==> src/rtl/cdb_arbiter_if.sv <==
// ---------------------------------------------------------------------------
// cdb_arbiter_if
//
// Bundles the result-source handshake and the common data bus (CDB)
// broadcast for cdb_arbiter. Clock and reset are not part of the bundle.
//
// Signals
//   flush      pipeline flush; discards every buffered result
//   src_valid  [2:0]   per-source result valid (0=ALU, 1=MUL, 2=LSU)
//   src_ready  [2:0]   per-source accept
//   src_tag    [17:0]  destination tags, source i at [6i+5:6i]
//   src_data   [95:0]  result data, source i at [32i+31:32i]
//   cdb_valid          broadcast valid (RF write enable / IQ wakeup)
//   cdb_tag    [5:0]   broadcast physical register tag
//   cdb_data   [31:0]  broadcast result data
//
// Modports
//   master  the execution-unit side that produces results and listens on
//           the CDB
//   slave   the arbiter itself
// ---------------------------------------------------------------------------
interface cdb_arbiter_if;

  logic        flush;
  logic [2:0]  src_valid;
  logic [2:0]  src_ready;
  logic [17:0] src_tag;
  logic [95:0] src_data;
  logic        cdb_valid;
  logic [5:0]  cdb_tag;
  logic [31:0] cdb_data;

  modport master (
    output flush,
    output src_valid,
    output src_tag,
    output src_data,
    input  src_ready,
    input  cdb_valid,
    input  cdb_tag,
    input  cdb_data
  );

  modport slave (
    input  flush,
    input  src_valid,
    input  src_tag,
    input  src_data,
    output src_ready,
    output cdb_valid,
    output cdb_tag,
    output cdb_data
  );

endinterface

==> src/rtl/cdb_arbiter.sv <==
// ---------------------------------------------------------------------------
// cdb_arbiter
//
// Collects results from three execution sources (ALU, MUL, LSU), buffers
// each source in its own small FIFO and broadcasts one result per cycle on
// the common data bus, picking among non-empty FIFOs in round-robin order.
// The broadcast is registered, so a result that has to go through a FIFO
// reaches the bus two edges after it is presented.
//
// Parameters
//   FIFO_DEPTH  entries per source FIFO, 2..8
//   NUM_SRC     number of result sources; the bus widths are fixed for 3
//
// Ports
//   clk    clock, every state change on its rising edge
//   rst_n  asynchronous active-low reset; empties all FIFOs, clears the
//          round-robin pointer and the CDB registers
//   bus    cdb_arbiter_if.slave: source handshake, flush and CDB outputs
//
// Optional feature
//   CDB_BYPASS_EN  when defined, a beat arriving at an empty FIFO may be
//                  granted in the same cycle and written straight into the
//                  CDB registers, skipping the FIFO (one-cycle latency).
//                  When undefined, every beat is buffered first.
// ---------------------------------------------------------------------------
module cdb_arbiter #(
  parameter int FIFO_DEPTH = 2,
  parameter int NUM_SRC    = 3
) (
  input  logic         clk,
  input  logic         rst_n,
  cdb_arbiter_if.slave bus
);

  // Pointer width covers FIFO_DEPTH entries; the counter has to reach
  // FIFO_DEPTH itself, hence one more value.
  localparam int PTR_W = (FIFO_DEPTH > 1) ? $clog2(FIFO_DEPTH) : 1;
  localparam int CNT_W = $clog2(FIFO_DEPTH + 1);

  localparam logic [CNT_W-1:0] CNT_FULL = CNT_W'(FIFO_DEPTH);
  localparam logic [CNT_W-1:0] CNT_ONE  = CNT_W'(1);
  localparam logic [PTR_W-1:0] PTR_LAST = PTR_W'(FIFO_DEPTH - 1);
  localparam logic [PTR_W-1:0] PTR_ONE  = PTR_W'(1);

  // Per-source FIFO storage and bookkeeping
  logic [5:0]       r_fifoTag  [NUM_SRC][FIFO_DEPTH];
  logic [31:0]      r_fifoData [NUM_SRC][FIFO_DEPTH];
  logic [PTR_W-1:0] r_rdPtr    [NUM_SRC];
  logic [PTR_W-1:0] r_wrPtr    [NUM_SRC];
  logic [CNT_W-1:0] r_count    [NUM_SRC];

  // Arbitration state and registered CDB outputs
  logic [1:0]  r_rrPtr;
  logic        r_cdbValid;
  logic [5:0]  r_cdbTag;
  logic [31:0] r_cdbData;

  // Unpacked view of the source buses
  logic [5:0]  w_inTag  [NUM_SRC];
  logic [31:0] w_inData [NUM_SRC];

  // Per-source control
  logic [NUM_SRC-1:0] w_ready;
  logic [NUM_SRC-1:0] w_accept;
  logic [NUM_SRC-1:0] w_cand;
  logic [NUM_SRC-1:0] w_grantVec;
  logic [NUM_SRC-1:0] w_bypass;
  logic [NUM_SRC-1:0] w_enq;
  logic [NUM_SRC-1:0] w_deq;

  // Arbitration result
  logic        w_grantAny;
  logic [1:0]  w_grantIdx;
  logic [1:0]  w_rrNext;
  logic [5:0]  w_selTag;
  logic [31:0] w_selData;

  // Wrapping pointer increment; works for depths that are not powers of two.
  function automatic logic [PTR_W-1:0] ptrInc(input logic [PTR_W-1:0] p);
    return (p == PTR_LAST) ? '0 : p + PTR_ONE;
  endfunction

  // Per-source handshake. Ready is purely combinational from the count and
  // flush, so a full FIFO never takes a beat even when its head is leaving
  // in the same cycle. A beat that is bypassed straight onto the CDB must
  // not also be written into the FIFO.
  for (genvar gi = 0; gi < NUM_SRC; gi++) begin : g_src
    assign w_inTag[gi]  = bus.src_tag[6*gi +: 6];
    assign w_inData[gi] = bus.src_data[32*gi +: 32];
    assign w_ready[gi]  = (r_count[gi] < CNT_FULL) && !bus.flush;
    assign w_accept[gi] = bus.src_valid[gi] && w_ready[gi];
`ifdef CDB_BYPASS_EN
    assign w_cand[gi]   = !bus.flush && ((r_count[gi] != '0) || w_accept[gi]);
    assign w_bypass[gi] = w_grantVec[gi] && (r_count[gi] == '0);
`else
    assign w_cand[gi]   = !bus.flush && (r_count[gi] != '0);
    assign w_bypass[gi] = 1'b0;
`endif
    assign w_enq[gi]    = w_accept[gi] && !w_bypass[gi];
    assign w_deq[gi]    = w_grantVec[gi] && (r_count[gi] != '0);
  end

  assign bus.src_ready = w_ready;

  // Round-robin pick: the pointer names the source with highest priority
  // this cycle and the other two follow in ascending order modulo 3. The
  // three rotations are spelled out because there are only three sources
  // and the explicit table is easier to read than modular index arithmetic.
  always_comb begin
    w_grantAny = 1'b0;
    w_grantIdx = 2'd0;
    w_grantVec = '0;
    case (r_rrPtr)
      2'd1: begin
        if (w_cand[1]) begin
          w_grantAny = 1'b1;
          w_grantIdx = 2'd1;
        end else if (w_cand[2]) begin
          w_grantAny = 1'b1;
          w_grantIdx = 2'd2;
        end else if (w_cand[0]) begin
          w_grantAny = 1'b1;
          w_grantIdx = 2'd0;
        end
      end
      2'd2: begin
        if (w_cand[2]) begin
          w_grantAny = 1'b1;
          w_grantIdx = 2'd2;
        end else if (w_cand[0]) begin
          w_grantAny = 1'b1;
          w_grantIdx = 2'd0;
        end else if (w_cand[1]) begin
          w_grantAny = 1'b1;
          w_grantIdx = 2'd1;
        end
      end
      default: begin
        if (w_cand[0]) begin
          w_grantAny = 1'b1;
          w_grantIdx = 2'd0;
        end else if (w_cand[1]) begin
          w_grantAny = 1'b1;
          w_grantIdx = 2'd1;
        end else if (w_cand[2]) begin
          w_grantAny = 1'b1;
          w_grantIdx = 2'd2;
        end
      end
    endcase
    if (w_grantAny) begin
      w_grantVec[w_grantIdx] = 1'b1;
    end
  end

  // The source just served drops to lowest priority next cycle.
  assign w_rrNext = (w_grantIdx == 2'd2) ? 2'd0 : w_grantIdx + 2'd1;

  // Entry to broadcast: normally the head of the granted FIFO; in a bypass
  // grant the FIFO is empty and the incoming beat is taken instead.
  always_comb begin
    w_selTag  = r_fifoTag[w_grantIdx][r_rdPtr[w_grantIdx]];
    w_selData = r_fifoData[w_grantIdx][r_rdPtr[w_grantIdx]];
    if (w_bypass[w_grantIdx]) begin
      w_selTag  = w_inTag[w_grantIdx];
      w_selData = w_inData[w_grantIdx];
    end
  end

  // FIFO payload storage. It carries no reset: an entry is only ever read
  // after being written, and emptiness is tracked by the counters.
  always_ff @(posedge clk) begin
    for (int i = 0; i < NUM_SRC; i++) begin
      if (w_enq[i]) begin
        r_fifoTag[i][r_wrPtr[i]]  <= w_inTag[i];
        r_fifoData[i][r_wrPtr[i]] <= w_inData[i];
      end
    end
  end

  // FIFO counters and pointers. Flush empties every FIFO at the edge; a
  // simultaneous enqueue and dequeue leaves the count where it was while
  // both pointers advance, so order is preserved.
  always_ff @(posedge clk or negedge rst_n) begin
    if (!rst_n) begin
      for (int i = 0; i < NUM_SRC; i++) begin
        r_count[i] <= '0;
        r_rdPtr[i] <= '0;
        r_wrPtr[i] <= '0;
      end
    end else if (bus.flush) begin
      for (int i = 0; i < NUM_SRC; i++) begin
        r_count[i] <= '0;
        r_rdPtr[i] <= '0;
        r_wrPtr[i] <= '0;
      end
    end else begin
      for (int i = 0; i < NUM_SRC; i++) begin
        if (w_enq[i]) begin
          r_wrPtr[i] <= ptrInc(r_wrPtr[i]);
        end
        if (w_deq[i]) begin
          r_rdPtr[i] <= ptrInc(r_rdPtr[i]);
        end
        case ({w_enq[i], w_deq[i]})
          2'b10:   r_count[i] <= r_count[i] + CNT_ONE;
          2'b01:   r_count[i] <= r_count[i] - CNT_ONE;
          default: r_count[i] <= r_count[i];
        endcase
      end
    end
  end

  // CDB output registers and round-robin pointer. Valid is a one-cycle
  // pulse per grant; tag and data keep the last broadcast value when idle
  // so downstream logic never sees spurious toggles. Flush kills the pulse
  // and freezes the pointer (no grant can occur while flushing anyway).
  always_ff @(posedge clk or negedge rst_n) begin
    if (!rst_n) begin
      r_rrPtr    <= 2'd0;
      r_cdbValid <= 1'b0;
      r_cdbTag   <= 6'd0;
      r_cdbData  <= 32'd0;
    end else if (bus.flush) begin
      r_cdbValid <= 1'b0;
    end else begin
      r_cdbValid <= w_grantAny;
      if (w_grantAny) begin
        r_rrPtr   <= w_rrNext;
        r_cdbTag  <= w_selTag;
        r_cdbData <= w_selData;
      end
    end
  end

  assign bus.cdb_valid = r_cdbValid;
  assign bus.cdb_tag   = r_cdbTag;
  assign bus.cdb_data  = r_cdbData;

endmodule

==> src/flat_wrapper.sv <==
// flat-port wrapper written by rule: the top's interface ports become plain ports
module cdb_arbiter_flat 
#(
  parameter int FIFO_DEPTH = 2,
  parameter int NUM_SRC    = 3
)
  (clk, rst_n, bus_flush, bus_src_valid, bus_src_tag, bus_src_data, bus_src_ready, bus_cdb_valid, bus_cdb_tag, bus_cdb_data);
  cdb_arbiter_if bus_i ();
  input  logic clk;
  input  logic rst_n;
  input wire logic [$bits(bus_i.flush)-1:0] bus_flush;
  input wire logic [$bits(bus_i.src_valid)-1:0] bus_src_valid;
  input wire logic [$bits(bus_i.src_tag)-1:0] bus_src_tag;
  input wire logic [$bits(bus_i.src_data)-1:0] bus_src_data;
  output wire logic [$bits(bus_i.src_ready)-1:0] bus_src_ready;
  output wire logic [$bits(bus_i.cdb_valid)-1:0] bus_cdb_valid;
  output wire logic [$bits(bus_i.cdb_tag)-1:0] bus_cdb_tag;
  output wire logic [$bits(bus_i.cdb_data)-1:0] bus_cdb_data;
  assign bus_i.flush = bus_flush;
  assign bus_i.src_valid = bus_src_valid;
  assign bus_i.src_tag = bus_src_tag;
  assign bus_i.src_data = bus_src_data;
  assign bus_src_ready = bus_i.src_ready;
  assign bus_cdb_valid = bus_i.cdb_valid;
  assign bus_cdb_tag = bus_i.cdb_tag;
  assign bus_cdb_data = bus_i.cdb_data;
  cdb_arbiter #(.FIFO_DEPTH(FIFO_DEPTH), .NUM_SRC(NUM_SRC)) u_core (.clk(clk), .rst_n(rst_n), .bus(bus_i));
endmodule
==> config.mk <==
export PLATFORM = sky130hd
export DESIGN_NAME = cdb_arbiter_flat
export DESIGN_NICKNAME = d
export VERILOG_FILES = /design/src/rtl/cdb_arbiter_if.sv /design/src/rtl/cdb_arbiter.sv /design/src/flat_wrapper.sv
export SDC_FILE = /design/constraint.sdc
export NUM_CORES = 1
export LEC_CHECK = 0
export BUFFER_PORTS_ARGS = -buffer_cell sky130_fd_sc_hd__buf_2
export CAP_MARGIN = 30
export CORE_MARGIN = 2
export CORE_UTILIZATION = 40
export DETAILED_ROUTE_END_ITERATION = 10
export HOLD_SLACK_MARGIN = 0.08
export PLACE_DENSITY = 0.7
export SLEW_MARGIN = 10
export SYNTH_ARGS = -nofsm -noshare
export SYNTH_HDL_FRONTEND = slang
export SYNTH_SLANG_ARGS = --single-unit
==> constraint.sdc <==
create_clock -name clk -period 3.8 [get_ports clk]
set_input_delay 0.76 -clock clk [delete_from_list [all_inputs] [get_ports clk]]
set_output_delay 0.76 -clock clk [all_outputs]
set_load 0.02 [all_outputs]
==> run_results.csv <==
group,metric,value,unit
drt,dr.first_iter.drc_count,450,
sta,period_minus_slack,2980,ps
sta,tns,0,ps
die,core,26100,sq um
clock_network,hold_buffers,0,
worst_setup_path,startpoint_type,"flip-flop",
sta,fmax,335,MHz
worst_setup_path,crit_type,"reg2reg",
yosys,async_flop_share,18.9,%
die,dieArea,27800,sq um
global_routing,grt_pass1_wl,37900,um
global_routing,grt_max_degree,79,
drt,ant_nets,0,
yosys,synth_top_area_share,64.6,%
yosys,synth_xor_xnor_area_share,0.826,%
worst_setup_path,cp_max_fo,48,
status,status,"finished clean",
place,place_hpwl,14100,um
place,gp_congestion,0.750,
worst_setup_path,critPathSlowestCell,"a221o_2",
yosys,synth_compound_area_share,13.0,%
yosys,synthDistinctLibCells,41,
worst_setup_path,path_cells,"inv_1 -> ha_1 -> or3_1 -> a21boi_1 -> and4_1 -> a221o_2 -> buf_12 -> a211oi_1 -> o31ai_2",
die,die_w,167,um
yosys,yosysTopAreaCell,"edfxtp_1",
final_layout,nets,959,
global_routing,grt_overflow,0,
worst_setup_path,crit_start,"u_core.r_rrPtr[0]",
drt,vias,6417,
yosys,ys.flop_type,"edfxtp_1",
worst_setup_path,crit_buf_inv,2,
worst_setup_path,worstPathArrival,3380,ps
power,p_per_area,754,nW/um^2
drt,wl_per_cell,20.6,um
final_layout,fill_cells,2230,
worst_setup_path,max_stage_delay,560,ps
yosys,post-synth-top-count-cell,"edfxtp_1",
worst_setup_path,worstRegToRegCells,9,
global_routing,antenna_found_initial,9,
yosys,synth.area.mux_share,0,%
yosys,synthAdderAreaFrac,0.236,%
final_layout,drive_above_1_share,27.9,%
clock_network,postCtsSetupBuffers,0,
die,start_util,40.7,%
clock_network,clk_pin_slew,60,ps
drt,drtPass1Iterations,5,
clock_network,htree_num_levels,1,
clock_network,ctsRootBufferMaster,"clkbuf_16",
clock_network,cts_made_buffers,30,
yosys,synthSimpleGateAreaFrac,6.82,%
clock_network,cts_tree,"yes",
clock_network,post_cts_resize_count,0,
yosys,synthTopCellsByArea,"edfxtp_1 (65%), dfrtp_1 (13%), a22o_1 (3.1%)",
drt,drcViolationCount,0,
place,port_buffers,161,
clock_network,cts_buffer_depth,3,
global_routing,grt_pass1_vias,6565,
drt,drt-total-wl,24800,um
hold_path,hold_class,"in2async",
yosys,synthCells,673,
worst_setup_path,endpoint_kind,"flip-flop",
yosys,synth.avg_cell_area,15.7,sq um
sta,slew-limit-headroom,36.9,%
worst_setup_path,r2r_setup_slack,820,ps
final_layout,fin_util,49.5,%
worst_setup_path,crit_required,4200,ps
clock_network,numClockSinks,281,
yosys,yosysWarnings,0,
yosys,yosys_register_bits,281,
clock_network,worst_skew_pair.late_latency,570,ps
worst_setup_path,r2r_end,"u_core.bus.cdb_data[16]",
yosys,synth_edf_count,228,
sta,setup_viol,0,
sta,rsz0062_at_grt,"false",
worst_setup_path,crit_family,"compound AO/OA/AOI/OAI gates",
yosys,synth_top_family_by_area,"compound AO/OA/AOI/OAI gates",
power,ir_worst_vdd,0.000690,V
sta,period_share,78.5,%
final_layout,area_growth,21.7,%
worst_setup_path,r2r-start,"u_core.r_rrPtr[0]",
place,placed_cell_area,11800,sq um
die,die_y,167,um
yosys,netlist_area,10600,sq um
global_routing,track_usage,17.8,%
final_layout,design_area,12900,sq um
yosys,netlist_top_cells_count,"edfxtp_1 (228), nand2_1 (84), dfrtp_1 (53), and3_1 (41), a22oi_1 (39)",
yosys,ys_seq_area_share,77.1,%
worst_setup_path,cp.depth,9,
flow_run,maxCapViolations,0,
sta,hold_violations,0,
die,io_pins,162,
power,leakage,4.97,nW
sta,drv_slew,0,
drt,viasPerCell,5.34,
worst_setup_path,crit_path_end,"u_core.bus.cdb_data[16]",
die,num_rows,59,
yosys,postSynthNetCount,795,
sta,skew,22.7,ps
sta,tightest_slew,947,ps
-- cell families (layout without fill, tap and decap cells) --
logic type               after synthesis  in the layout
flip-flops                           281            281
other                                  0              6
XOR/XNOR                              10             10
AND/OR/NAND/NOR                      157            157
adder cells (fa/ha/maj)                2              2
AO/OA/AOI/OAI                        175            175
buffers and inverters                 48            236
-- layout by cell type (no fill, tap or decap), drive strengths merged, types with 13 or more instances in the layout --
cell type / Yosys / final
o31ai: 39 / 39
clkinv: 0 / 13
edfxtp: 228 / 228
a22o: 38 / 38
dfrtp: 53 / 53
and3: 41 / 41
nand2: 84 / 84
a22oi: 39 / 39
buf: 14 / 174
a211oi: 38 / 38
nor2: 21 / 21
clkbuf: 28 / 36
-- cell type report --
type	instances	area [sq um]	share of cell area [%]
Clock buffer	36	803	6.23
Tap cell	335	419	3.25
Sequential cell	281	8170	63.4
Multi-Input combinational cell	344	2280	17.7
Clock inverter	20	228	1.77
Timing Repair Buffer	174	956	7.41
Antenna cell	6	15.0	0.116
Inverter	6	22.5	0.175
-- sequential cells by signal, indices dropped and copies added, names as in the netlist --
register / count
u_core.bus.cdb_data: 32
u_core.bus.cdb_valid: 1
u_core.r_count: 6
u_core.r_fifoTag: 36
u_core.r_rdPtr: 3
u_core.r_wrPtr: 3
u_core.r_rrPtr: 2
u_core.bus.cdb_tag: 6
u_core.r_fifoData: 192
-- through the flow --
| step | setup WS, ps | power (mW) | hold slack [ps] | instances |
|---|---|---|---|---|
| finish | 818 | 9.72 | 324 | 1202 |
| detailed placement | 379 | 6.86 | 466 | 1140 |
| global placement | 494 | 6.78 | 460 | 1140 |
| global route | 602 | 10.2 | 352 | 1199 |
| CTS | 825 | 9.83 | 328 | 1196 |
| floorplan | 298 | 5.93 | 464 | 673 |
-- layer usage --
metal	GRT usage (%)	share of wire (%)
met1	24.2	44
met4	5.32	2.6
met3	4.75	6.7
met5	0	0.16
met2	28.3	46
-- report_power, final --
| group | switching [mW] | total [mW] | internal [mW] |
|---|---|---|---|
| Clock | 1.18 | 2.96 | 1.78 |
| Sequential | 0.221 | 4.04 | 3.82 |
| Combinational | 1.76 | 2.72 | 0.964 |
-- how the worst min path moves through the flow --
stage	startpoint	endpoint	slack, ps
final	rst_n	u_core.bus.cdb_data[25]	320
after detailed placement	u_core.bus.cdb_data[10]	u_core.bus.cdb_data[10]	470
after global routing	bus_src_tag[2]	u_core.r_fifoTag[0][8]	350
after global placement	u_core.bus.cdb_data[15]	u_core.bus.cdb_data[15]	460
after floorplan	rst_n	u_core.bus.cdb_data[0]	460
after CTS	rst_n	u_core.bus.cdb_data[25]	330
Power figures use the tool's default switching activity.
